`src/rtl/qa_drv_umf_chan_demux_if.sv`:
```
// Handshake bundle between the host FIFO driver, the UMF channel demux and its consumers.
// master = demux side, slave = upstream source / downstream consumers side.
interface qa_drv_umf_chan_demux_if #(
    parameter int UMF_WIDTH  = 128,
    parameter int N_CHANNELS = 4
);
    logic [UMF_WIDTH-1:0]  in_data;
    logic                  in_rdy;
    logic                  in_enable;
    logic [UMF_WIDTH-1:0]  out_data;
    logic [N_CHANNELS-1:0] out_valid;
    logic                  out_sop;
    logic                  out_eop;
    logic [N_CHANNELS-1:0] out_deq;
    logic [31:0]           pkt_cnt;
    logic [15:0]           drop_cnt;

    modport master (
        input  in_data, in_rdy, out_deq,
        output in_enable, out_data, out_valid, out_sop, out_eop, pkt_cnt, drop_cnt
    );

    modport slave (
        output in_data, in_rdy, out_deq,
        input  in_enable, out_data, out_valid, out_sop, out_eop, pkt_cnt, drop_cnt
    );
endinterface

```
`src/rtl/qa_drv_umf_chan_demux.sv`:
```
// UMF packet demux: parses headers and steers each packet to one of N_CHANNELS via one-hot valid.
// Latency 1 cycle accept-to-valid; one-entry stage, upstream stalls while it is full and not dequeued.
module qa_drv_umf_chan_demux #(
    parameter int UMF_WIDTH  = 128,
    parameter int N_CHANNELS = 4
) (
    input  logic                          clk,
    input  logic                          resetb,
    qa_drv_umf_chan_demux_if.master       bus
);

    typedef enum logic [1:0] {
        ST_HDR  = 2'd0,
        ST_PAY  = 2'd1,
        ST_DROP = 2'd2
    } state_e;

    state_e                state_q, state_d;
    logic [15:0]           rem_q, rem_d;
    logic [7:0]            chan_q, chan_d;
    logic [N_CHANNELS-1:0] vld_q, vld_d;
    logic [UMF_WIDTH-1:0]  dat_q, dat_d;
    logic                  sop_q, sop_d;
    logic                  eop_q, eop_d;
    logic [31:0]           pkt_q, pkt_d;
    logic [15:0]           drop_q, drop_d;

    logic [7:0]            hdr_id;
    logic [15:0]           hdr_len;
    logic                  id_ok;
    logic                  stage_full;
    logic                  deq_hit;
    logic                  slot_free;
    logic                  in_en;

    assign hdr_id     = bus.in_data[23:16];
    assign hdr_len    = bus.in_data[15:0];
    assign id_ok      = ({1'b0, hdr_id} < 9'(N_CHANNELS));
    assign stage_full = |vld_q;
    assign deq_hit    = |(bus.out_deq & vld_q);
    assign slot_free  = !stage_full || deq_hit;

    // Payload of a discarded packet never touches the stage, so it flows regardless of consumers.
    assign in_en = resetb && bus.in_rdy && ((state_q == ST_DROP) || slot_free);

    always_comb begin
        state_d = state_q;
        rem_d   = rem_q;
        chan_d  = chan_q;
        vld_d   = vld_q;
        dat_d   = dat_q;
        sop_d   = sop_q;
        eop_d   = eop_q;
        pkt_d   = pkt_q;
        drop_d  = drop_q;

        if (deq_hit) begin
            vld_d = '0;
        end

        case (state_q)
            ST_HDR: begin
                if (in_en) begin
                    rem_d = hdr_len;
                    if (id_ok) begin
                        vld_d  = N_CHANNELS'(1) << hdr_id;
                        dat_d  = bus.in_data;
                        sop_d  = 1'b1;
                        eop_d  = (hdr_len == 16'd0);
                        chan_d = hdr_id;
                        pkt_d  = pkt_q + 32'd1;
                        if (hdr_len != 16'd0) begin
                            state_d = ST_PAY;
                        end
                    end else begin
                        if (drop_q != 16'hFFFF) begin
                            drop_d = drop_q + 16'd1;
                        end
                        if (hdr_len != 16'd0) begin
                            state_d = ST_DROP;
                        end
                    end
                end
            end
            ST_PAY: begin
                if (in_en) begin
                    vld_d = N_CHANNELS'(1) << chan_q;
                    dat_d = bus.in_data;
                    sop_d = 1'b0;
                    eop_d = (rem_q == 16'd1);
                    rem_d = rem_q - 16'd1;
                    if (rem_q == 16'd1) begin
                        state_d = ST_HDR;
                    end
                end
            end
            ST_DROP: begin
                if (in_en) begin
                    rem_d = rem_q - 16'd1;
                    if (rem_q == 16'd1) begin
                        state_d = ST_HDR;
                    end
                end
            end
            default: begin
                state_d = ST_HDR;
            end
        endcase
    end

    always_ff @(posedge clk) begin
        if (!resetb) begin
            state_q <= ST_HDR;
            rem_q   <= '0;
            chan_q  <= '0;
            vld_q   <= '0;
            dat_q   <= '0;
            sop_q   <= 1'b0;
            eop_q   <= 1'b0;
            pkt_q   <= '0;
            drop_q  <= '0;
        end else begin
            state_q <= state_d;
            rem_q   <= rem_d;
            chan_q  <= chan_d;
            vld_q   <= vld_d;
            dat_q   <= dat_d;
            sop_q   <= sop_d;
            eop_q   <= eop_d;
            pkt_q   <= pkt_d;
            drop_q  <= drop_d;
        end
    end

    assign bus.in_enable = in_en;
    assign bus.out_data  = dat_q;
    assign bus.out_valid = vld_q;
    assign bus.out_sop   = sop_q;
    assign bus.out_eop   = eop_q;
    assign bus.pkt_cnt   = pkt_q;
    assign bus.drop_cnt  = drop_q;

    a_deq_legal: assert property (@(posedge clk) disable iff (!resetb)
        ((bus.out_deq & ~bus.out_valid) == '0))
        else $fatal(1, "out_deq asserted on a channel without out_valid");

    a_valid_onehot: assert property (@(posedge clk) disable iff (!resetb)
        $onehot0(bus.out_valid))
        else $fatal(1, "out_valid is not one-hot-or-zero");

endmodule

```
`src/flat_wrapper.sv`:
```
// flat-port wrapper written by rule: the top's interface ports become plain ports
module qa_drv_umf_chan_demux_flat 
#(
    parameter int UMF_WIDTH  = 128,
    parameter int N_CHANNELS = 4
)
  (clk, resetb, bus_in_data, bus_in_rdy, bus_out_deq, bus_in_enable, bus_out_data, bus_out_valid, bus_out_sop, bus_out_eop, bus_pkt_cnt, bus_drop_cnt);
  qa_drv_umf_chan_demux_if #(.UMF_WIDTH(UMF_WIDTH), .N_CHANNELS(N_CHANNELS)) bus_i ();
  input  logic clk;
  input  logic resetb;
  input wire logic [$bits(bus_i.in_data)-1:0] bus_in_data;
  input wire logic [$bits(bus_i.in_rdy)-1:0] bus_in_rdy;
  input wire logic [$bits(bus_i.out_deq)-1:0] bus_out_deq;
  output wire logic [$bits(bus_i.in_enable)-1:0] bus_in_enable;
  output wire logic [$bits(bus_i.out_data)-1:0] bus_out_data;
  output wire logic [$bits(bus_i.out_valid)-1:0] bus_out_valid;
  output wire logic [$bits(bus_i.out_sop)-1:0] bus_out_sop;
  output wire logic [$bits(bus_i.out_eop)-1:0] bus_out_eop;
  output wire logic [$bits(bus_i.pkt_cnt)-1:0] bus_pkt_cnt;
  output wire logic [$bits(bus_i.drop_cnt)-1:0] bus_drop_cnt;
  assign bus_i.in_data = bus_in_data;
  assign bus_i.in_rdy = bus_in_rdy;
  assign bus_i.out_deq = bus_out_deq;
  assign bus_in_enable = bus_i.in_enable;
  assign bus_out_data = bus_i.out_data;
  assign bus_out_valid = bus_i.out_valid;
  assign bus_out_sop = bus_i.out_sop;
  assign bus_out_eop = bus_i.out_eop;
  assign bus_pkt_cnt = bus_i.pkt_cnt;
  assign bus_drop_cnt = bus_i.drop_cnt;
  qa_drv_umf_chan_demux #(.UMF_WIDTH(UMF_WIDTH), .N_CHANNELS(N_CHANNELS)) u_core (.clk(clk), .resetb(resetb), .bus(bus_i));
endmodule
```
`config.mk`:
```
export PLATFORM = sky130hd
export DESIGN_NAME = qa_drv_umf_chan_demux_flat
export DESIGN_NICKNAME = d
export VERILOG_FILES = /design/src/rtl/qa_drv_umf_chan_demux_if.sv /design/src/rtl/qa_drv_umf_chan_demux.sv /design/src/flat_wrapper.sv
export SDC_FILE = /design/constraint.sdc
export NUM_CORES = 1
export LEC_CHECK = 0
export CAP_MARGIN = 20
export CORE_UTILIZATION = 44
export DETAILED_ROUTE_END_ITERATION = 12
export PLACE_DENSITY = 0.8
export SETUP_SLACK_MARGIN = 0.5
export SLEW_MARGIN = 20
export SYNTH_ARGS = -nofsm -noshare
export SYNTH_HDL_FRONTEND = slang
export SYNTH_SLANG_ARGS = --single-unit
```
`constraint.sdc`:
```
create_clock -name clk -period 2.3 [get_ports clk]
set_clock_uncertainty 0.1 [all_clocks]
set_input_delay 0.46 -clock clk [delete_from_list [all_inputs] [get_ports clk]]
set_output_delay 0.46 -clock clk [all_outputs]
set_load 0.01 [all_outputs]
```
Word level (Yosys, flattened, before mapping). Cells that the tools add are included.

Bitwise logic cells: 2. Reductions and logical operators: 18. Divide/modulo/power cells: 0. Mux-type cells: 27. Add/sub/neg operators: 3. Shift-type cells: 2. $lt $le $gt $ge: 1. Equal/unequal tests: 10. Multipliers: 0.

Operators by type and width (number): two-way mux 128 bit (3); case mux 128 bit (2 select lines) (1); adder 32 x 1 -> 32 bit (second input constant) (1); two-way mux 16 bit (2); case mux 16 bit (2 select lines) (1); adder 16 x 1 -> 16 bit (second input constant) (1); == test 16 x 1 -> 1 bit (second input constant) (1); zero test 16 bit (1); two-way mux 4 bit (4); inequality test 16 bit (second input constant) (1); nonzero test 16 bit (1); left shift 1 x 8 -> 4 bit (first input constant) (2); subtractor 16 x 1 -> 16 bit (second input constant) (1); two-way mux 2 bit (6); AND reduction 4 bit (3); less-than comparator 8 x 3 -> 1 bit (second input constant) (1); inequality test 2 x 1 -> 1 bit (second input constant) (4); case mux 4 bit (2 select lines) (1); OR reduction 4 bit (2); two-way mux 1 bit (6); AND reduction 3 bit (2); bitwise AND 4 bit (1); inequality test 2 bit (second input constant) (2); case mux 1 bit (2 select lines) (2); 10 further kinds (13).

Logic and storage cells: 72. Register bits: 208. Memory bits (writable): 0. Bits in latches: 0. Bits in read-only memories: 0. Memories kept: 0.

Depth between registers and ports, before layout. Gate-level depths: netlist of run 1.

Depth in word-level cells: 7. Gate-level depth with buffers: 10.

Least setup slack after synthesis of run 1. OpenSTA, ideal clock, no wires.

Path type: input to register. From: input port bus_out_deq[2]. To: register u_core.rem_q[4]. Required time: 2.081 ns. Library setup time: 0.119 ns. Setup slack: 0.153 ns. Stages: 7. Arrival time: 1.928 ns. Cell sequence: a22o_1 -> o41a_1 -> buf_2 -> o211ai_1 -> buf_2 -> a21oi_1 -> o221a_2.

Word-level cells in the longest chain between the ends: 7. Elaborated cells between the ends (all ways): 8.

Ends and longest elaborated chain: start, declared (line flat_wrapper.sv:13) `input wire logic [$bits(bus_i.out_deq)-1:0] bus_out_deq;`; bitwise AND 4 bit (*) (line qa_drv_umf_chan_demux.sv:40) `assign deq_hit = |(bus.out_deq & vld_q);`; OR reduction 4 bit (*) (line qa_drv_umf_chan_demux.sv:40); logical OR 1 bit (*) (line qa_drv_umf_chan_demux.sv:41) `assign slot_free = !stage_full || deq_hit;`; logical OR 1 bit (*) (line qa_drv_umf_chan_demux.sv:44) `assign in_en = resetb && bus.in_rdy && ((state_q == ST_DROP) || slot_free);`; logical AND 1 bit (*) (line qa_drv_umf_chan_demux.sv:44); inequality test 2 x 1 -> 1 bit (no line) or inequality test 2 bit (tied branches); AND reduction 3 bit (no line) (*); end signal, assigned (line qa_drv_umf_chan_demux.sv:124) `rem_q <= rem_d;`; end, declared (line qa_drv_umf_chan_demux.sv:19) `logic [15:0] rem_q, rem_d;`.

Every way passes the cells marked *; elsewhere a longest branch is shown, timed or not. A chain may end at the register's enable or synchronous reset.

Worst setup path after layout of run 1.
From: register u_core.vld_q[0], in the netlist u_core.bus.out_valid[0]. To: register u_core.dat_q[20], in the netlist u_core.bus.out_data[20].

Word-level cells in the longest chain between the ends: 7. Elaborated cells between the ends (all ways): 10.

Ends and longest elaborated chain: start, declared (line qa_drv_umf_chan_demux.sv:21) `logic [N_CHANNELS-1:0] vld_q, vld_d;`; start signal, assigned (line qa_drv_umf_chan_demux.sv:126) `vld_q <= vld_d;`; bitwise AND 4 bit or OR reduction 4 bit (tied branches) (line qa_drv_umf_chan_demux.sv:40, qa_drv_umf_chan_demux.sv:39); OR reduction 4 bit or zero test 1 bit (tied branches) (line qa_drv_umf_chan_demux.sv:40, qa_drv_umf_chan_demux.sv:41); logical OR 1 bit (*) (line qa_drv_umf_chan_demux.sv:41); logical OR 1 bit (*) (line qa_drv_umf_chan_demux.sv:44); logical AND 1 bit (*) (line qa_drv_umf_chan_demux.sv:44); inequality test 2 bit (no line); AND reduction 4 bit (no line) (*); end signal, assigned (line qa_drv_umf_chan_demux.sv:127) `dat_q <= dat_d;`; end, declared (line qa_drv_umf_chan_demux.sv:22) `logic [UMF_WIDTH-1:0] dat_q, dat_d;`.

Marks and branches as above.

==> results of run 1 <==
[sequential cells by signal (all words and copies together) (netlist names)]
name and cells:
u_core.bus.drop_cnt 16, u_core.bus.out_data 128, u_core.bus.out_eop 1, u_core.bus.out_sop 1, u_core.bus.out_valid 4, u_core.bus.pkt_cnt 32, u_core.chan_q 8, u_core.rem_q 16
u_core.state_q 2
[cell families (layout without fill, tap and decap cells)]
logic type | after synthesis | after routing | share of synthesized area
muxes | 2 | 2 | 0.00251
AOI/OAI and AO/OA | 261 | 264 | 0.175
xor gates and xnor gates | 19 | 19 | 0.0196
and+or+nand+nor | 473 | 474 | 0.252
buffers and inverters | 86 | 529 | 0.0499
other | 0 | 5 | 0
adders and majority gates | 7 | 7 | 0.0103
DFF | 208 | 208 | 0.491
[tightest hold or removal path: stages]
cell and delay [ns]:
buf_2 0.14, nand2_1 0.14, a21oi_2 0.09
[placed cells by master, fill, tap and decap left out, drive strengths merged, types with 2 or more instances in the layout]
cell,count
nand4,17
nor2,45
and4,9
xor2,5
o41ai,3
o211ai,9
clkdlybuf4s50,208
a31oi,6
a41oi,3
and2,6
xnor2,14
a21oi,176
o32ai,3
clkbuf,32
o31ai,5
or4,3
nor2b,6
nand3,25
nor4,17
a32oi,3
a22o,3
ha,7
inv,17
nand2,289
dfxtp,208
o221a,5
dlymetal6s2s,104
o22ai,2
clkinv,6
o21a,5
or3,22
and3,17
bufinv,4
buf,155
o21ai,36
diode,5
nor3,13
[per-layer routing]
| layer | global-route usage | wire (um) | up-vias | share of wire |
|---|---|---|---|---|
| li1 | - | - | 4537 | - |
| met1 | 0.392 | 15400 | 5123 | 0.34 |
| met2 | 0.611 | 21100 | 759 | 0.47 |
| met3 | 0.0954 | 5070 | 303 | 0.11 |
| met4 | 0.220 | 3740 | 4 | 0.082 |
| met5 | 0 | 51 | - | 0.0011 |
[power by group through the flow]
stage / Clock (uW) / Sequential, uW / Combinational, uW
after global routing: 4170 / 3760 / 1770
final: 4020 / 3760 / 1680
after floorplan: 0 / 3820 / 712
after global placement: 0 / 3820 / 1250
after CTS: 3960 / 3750 / 1440
after detailed placement: 0 / 3820 / 1270
[through the flow]
| stage | setup WS (ns) | cells |
|---|---|---|
| final | -0.646 | 1742 |
| after global routing | -0.621 | 1740 |
| after floorplan | 0.202 | 1056 |
| after global placement | -0.606 | 1600 |
| after detailed placement | -0.628 | 1600 |
| after CTS | 0.0302 | 1712 |
[worst min-delay path by stage]
stage / to / slack [ns]
after detailed placement: u_core.bus.out_data[36] / 0.35
after global placement: u_core.bus.out_data[81] / 0.34
after CTS: u_core.bus.out_data[20] / 0.15
after global routing: u_core.bus.out_data[19] / 0.28
final: u_core.bus.out_data[19] / 0.29
after floorplan: u_core.rem_q[1] / 0.35
[area by class of cell]
type                       instances  area, um2
tap                              234        293
timing repair buffer             471       5670
clock buffer                      30        662
antenna                            5       12.5
inverter                          18       72.6
multi-input combinational        766       5490
sequential                       208       4190
clock inverter                    10        153
fill                             732       2230
[repair_timing]
item,in CTS,in global routing
setup endpoints to repair,391,391
gates resized for setup,301,336
buffers inserted,39,18
cloned,33,7
pin swaps,136,94
==> impl_metrics.csv, run 1 <==
group,metric,value,unit
power_and_ir_drop,p_sw,2560,uW
sta,tns,-2.16,ns
yosys,synth_area_leaders,"dfxtp_1, nand2_1, a21oi_1",
routing,ant_nets,0,
status,violations,"negative setup slack",
critical_path,crit_required,2.52,ns
routing,routed_wl,45.4,mm
yosys,yosysWarnings,0,
grt,antenna_found_initial,6,
final_layout,nets,1629,
floorplanning,core,0.0188,mm2
yosys,synth_edf_count,0,
clock_network,cts_max_level,1,
sta,hold_slack,0.289,ns
worst_hold_path,hold_path.class,"input port to register",
yosys,yosys.cell_types.count,54,
routing,drcViolationCount,0,
clock_network,clkSinkCount,208,
clock_network,cts.clk_slew.worst_paths,0.07,ns
sta,rsz0062_at_grt,"yes",
critical_path,crit_type,"register to register",
placement,placed_cell_area,0.0122,mm2
yosys,synth_ff_type,"dfxtp_1",
sta,final_hold_viol_count,0,
clock_network,cts_buffer_depth,3,
yosys,synth.top_cell.area_share,0.491,
yosys,yosysMostFrequentCell,"nand2_1",
power_and_ir_drop,power,9450,uW
critical_path,endpoint_kind,"register",
critical_path,worstPathArrival,3.16,ns
yosys,syn_inst,1056,
sta,setup_viol,42,
clock_network,cts_inserted_buffers,22,
clock_network,cts-root-buf,"clkbuf_16",
critical_path,rr_endpoint,"u_core.bus.out_data[20]",
worst_hold_path,hold_depth,3,
grt,grt_max_degree,45,
critical_path,crit_path_cell_trace,"a22o_4, buf_6, o41a_1, buf_6, o21ai_4, buf_6, buf_12, buf_12, buf_16, nand2_2, a21oi_1",
yosys,syn_area_per_cell,8.03,um2
routing,vias,10700,
floorplanning,die_h,141,um
power_and_ir_drop,p_int,6890,uW
power_and_ir_drop,switching_share,0.271,
critical_path,crit_end,"u_core.bus.out_data[20]",
final_layout,post-route-util,0.881,
critical_path,crit_path_top_delay_cell,"a21oi_1",
critical_path,crit_path_frequent_cell,"buf_6",
grt,grt_pass1_wl,55.5,mm
power_and_ir_drop,ir_drop,0.538,mV
yosys,synth_commonest_cells,"nand2_1, dfxtp_1, a21oi_1",
power_and_ir_drop,p_comb_frac,0.177,
clock_network,cts_tree,"yes",
worst_hold_path,hp-start,"bus_in_data[19]",
sta,worstMarginPinSlew,0.885,ns
yosys,ys_async_sr_fraction,0,
critical_path,cp-start-kind,"register",
routing,drtIter0Drc,965,
sta,worst_slack,-0.646,ns
run,cap_viol_max_count,0,
critical_path,crit_buf_inv,6,
critical_path,rr_startpoint,"u_core.bus.out_valid[0]",
sta,period_needed,2.95,ns
placement,port_buffers,317,
grt,grt_overflow,0,
yosys,netlist_area,0.00848,mm2
critical_path,cp-startpoint,"u_core.bus.out_valid[0]",
grt,grtUsageTotal,0.356,
clock_network,clk_latency,0.51,ns
placement,place_congestion,0.814,
sta,fin_crit_sh,1.28,
floorplanning,ioPinCount,318,
yosys,ys_seq_elements,208,
floorplanning,fp.dieW,141,um
status,status,"finished, violations left",
floorplanning,fp.dieArea,0.0198,mm2
final_layout,final_cell_area,0.0165,mm2
critical_path,cpPeakStageDelay,0.68,ns
critical_path,crit_path_max_fanout,5,
clock_network,cts_hold_buf,0,
yosys,synth_nets,1198,
power_and_ir_drop,leakagePower,0.00796,uW
yosys,yosysTopAreaCell,"dfxtp_1",
critical_path,r2r_slack,-0.65,ns
critical_path,cp_top_family,"compound AO/OA/AOI/OAI gates",
sta,relSlewSlack,0.410,
final_layout,drive_gt1_frac,0.342,
sta,drv_slew,0,
grt,grt_pass1_vias,9879,
power_and_ir_drop,power_density,572,mW/mm2
critical_path,cp.depth,11,
power_and_ir_drop,power.share.clock,0.425,
placement,place_hpwl,19.1,mm
routing,vias_per_cell,6.16,
routing,first_pass_iters,6,
yosys,ys_seq_area_frac,0.491,
final_layout,area_delta_synth_final,95.1,%
floorplanning,rows,50,
critical_path,reg2reg_depth,11,
power_and_ir_drop,power_frac_seq,0.397,
floorplanning,initial_core_util,0.452,
sta,clock.fmax,339,MHz
routing,detail_route.wl_per_cell,26.0,um
Note: power is estimated with default switching activity, not from simulation.
==> run 2, diff against run 1 <==
- CORE_UTILIZATION: 44 -> 30
- PLACE_DENSITY: 0.8 -> unset
==> run 2 against run 1 <==
The flow still finishes with violations (negative setup slack). Largest power group unchanged. Worst hold slack improved by 0.021 ns. Die area grew 46%. Clock power rose by 6.5%. Core utilization fell by 27 points. Worst setup slack improved by 0.62 ns. Clock-buffer cell count unchanged. Global-route usage decreased by 13 points. Critical path depth up 1. Combinational power is 3% lower.
==> impl_metrics.csv, run 2 (same netlist as run 1, synthesis figures left out) <==
group,metric,value,unit
status,status,"finished, violations left",
status,violations,"negative setup slack",
grt,antenna_found_initial,1,
grt,grt_overflow,0,
critical_path,crit_buf_inv,7,
routing,first_pass_iters,5,
final_layout,final_cell_mix,"dfxtp_1, clkdlybuf4s50_1, dlymetal6s2s_1, a21oi_2, nand2_4",
routing,routed_wl,35.8,mm
clock_network,cts_buffer_depth,3,
floorplanning,die_h,170,um
critical_path,crit_path_max_fanout,7,
critical_path,crit_required,2.64,ns
critical_path,endpoint_kind,"register",
grt,grtUsageTotal,0.221,
sta,drv_slew,0,
worst_hold_path,hold_path.class,"input port to register",
power_and_ir_drop,ir_drop,0.626,mV
sta,setup_viol,1,
final_layout,finalNonFillerCells,1877,
floorplanning,rows,61,
routing,drcViolationCount,0,
grt,grt_max_degree,65,
final_layout,fillers,2225,
routing,detail_route.wl_per_cell,19.1,um
clock_network,cts.clk_slew.worst_paths,0.06,ns
critical_path,crit_path_cell_trace,"a22o_4, buf_6, o41a_1, buf_6, o21ai_4, buf_6, buf_6, buf_12, buf_16, buf_12, nand2_2, a21oi_2",
final_layout,final_common_cell,"dfxtp_1",
routing,vias,9371,
clock_network,cts_hold_buf,0,
critical_path,cpPeakStageDelay,0.41,ns
sta,final_hold_viol_count,0,
clock_network,cts_max_level,1,
worst_hold_path,hold_depth,3,
placement,port_buffers,317,
floorplanning,fp.dieW,170,um
final_layout,final_cell_area,0.0170,mm2
routing,ant_nets,0,
power_and_ir_drop,leakagePower,0.00834,uW
sta,period_needed,2.32,ns
critical_path,crit_path_top_delay_cell,"o41a_1",
sta,worst_slack,-0.0238,ns
sta,fin_crit_sh,1.01,
final_layout,num_antenna_cells,0,
critical_path,cp-start-kind,"register",
critical_path,worstPathArrival,2.66,ns
clock_network,cts_inserted_buffers,24,
critical_path,cp.depth,12,
power_and_ir_drop,power_density,568,mW/mm2
sta,worstMarginPinSlew,0.451,ns
placement,placed_cell_area,0.0125,mm2
floorplanning,initial_core_util,0.305,
routing,drtIter0Drc,444,
critical_path,cp_top_family,"compound AO/OA/AOI/OAI gates",
clock_network,cts_tree,"yes",
floorplanning,core,0.0278,mm2
sta,clock.fmax,430,MHz
critical_path,reg2reg_depth,12,
clock_network,cts-root-buf,"clkbuf_16",
sta,relSlewSlack,0.699,
final_layout,area_delta_synth_final,101,%
grt,grt_pass1_wl,50.0,mm
grt,grt_pass1_vias,9003,
clock_network,clkSinkCount,208,
run,cap_viol_max_count,0,
final_layout,drive_gt1_frac,0.374,
sta,rsz0062_at_grt,"yes",
critical_path,crit_path_frequent_cell,"buf_6",
final_layout,largest_register_ffs,128,
placement,place_congestion,0.807,
critical_path,crit_type,"register to register",
final_layout,nets,1624,
routing,vias_per_cell,4.99,
floorplanning,ioPinCount,318,
placement,place_hpwl,20.1,mm
placement,placedCellCount,1754,
clock_network,clk_latency,0.53,ns
floorplanning,fp.dieArea,0.0289,mm2
-- run 2: routing by layer --
| metal | vias up | routed length (um) | GRT usage |
|---|---|---|---|
| met1 | 4482 | 14300 | 0.257 |
| met2 | 301 | 18000 | 0.397 |
| met3 | 65 | 2540 | 0.0616 |
| met5 | - | 13 | 0 |
| li1 | 4521 | - | - |
| met4 | 2 | 954 | 0.0537 |
-- run 2: area by class of cell --
type / count / area [um2] / share of cell area
tap: 378 / 473 / 0.0278
clock buffer: 30 / 653 / 0.0383
timing repair buffer: 468 / 5850 / 0.343
inverter: 18 / 72.6 / 0.00426
multi-input combinational: 762 / 5570 / 0.327
clock inverter: 13 / 229 / 0.0134
sequential: 208 / 4200 / 0.246
-- run 2: path summary, 6_finish.rpt --
kind / from / end / slack, ns
worst max-delay path: u_core.bus.out_valid[0] / u_core.bus.out_data[59] / -0.02
worst min-delay path: bus_in_data[19] / u_core.bus.out_data[19] / 0.31
worst max register to register: u_core.bus.out_valid[0] / u_core.bus.out_data[59] / -0.02
worst min register to register: u_core.bus.out_data[50] / u_core.bus.out_data[50] / 0.35
-- run 2: timing repair --
item | in CTS | in global routing
pin swaps | 158 | 142
endpoints found under the setup margin | 391 | 387
buffers inserted | 39 | 9
cloned | 29 | 3
resized for setup | 270 | 440
-- run 2: worst min-delay path, cell delays in order --
cell	delay, ns
clkdlybuf4s15_2	0.24
nand2_1	0.12
a21oi_2	0.06
-- run 2: power breakdown --
group	switching (uW)	internal, uW	leakage, uW
Sequential	78.7	3680	0.00169
Clock	1600	2680	0.000432
Combinational	862	771	0.00622
-- run 2: metrics by stage --
| stage | total power (uW) | utilization | setup WS (ns) | setup TNS (ns) | hold slack [ns] |
|---|---|---|---|---|---|
| after floorplan | 4530 | - | 0.202 | 0 | 0.345 |
| after global placement | 5140 | 0.452 | -0.550 | -81.04 | 0.340 |
| after detailed placement | 5150 | 0.452 | -0.602 | -85.57 | 0.346 |
| after CTS | 9610 | 0.557 | 0.0227 | 0 | 0.269 |
| after global routing | 10100 | 0.613 | -0.100 | -0.388 | 0.304 |
| final | 9680 | 0.613 | -0.0238 | -0.0238 | 0.310 |
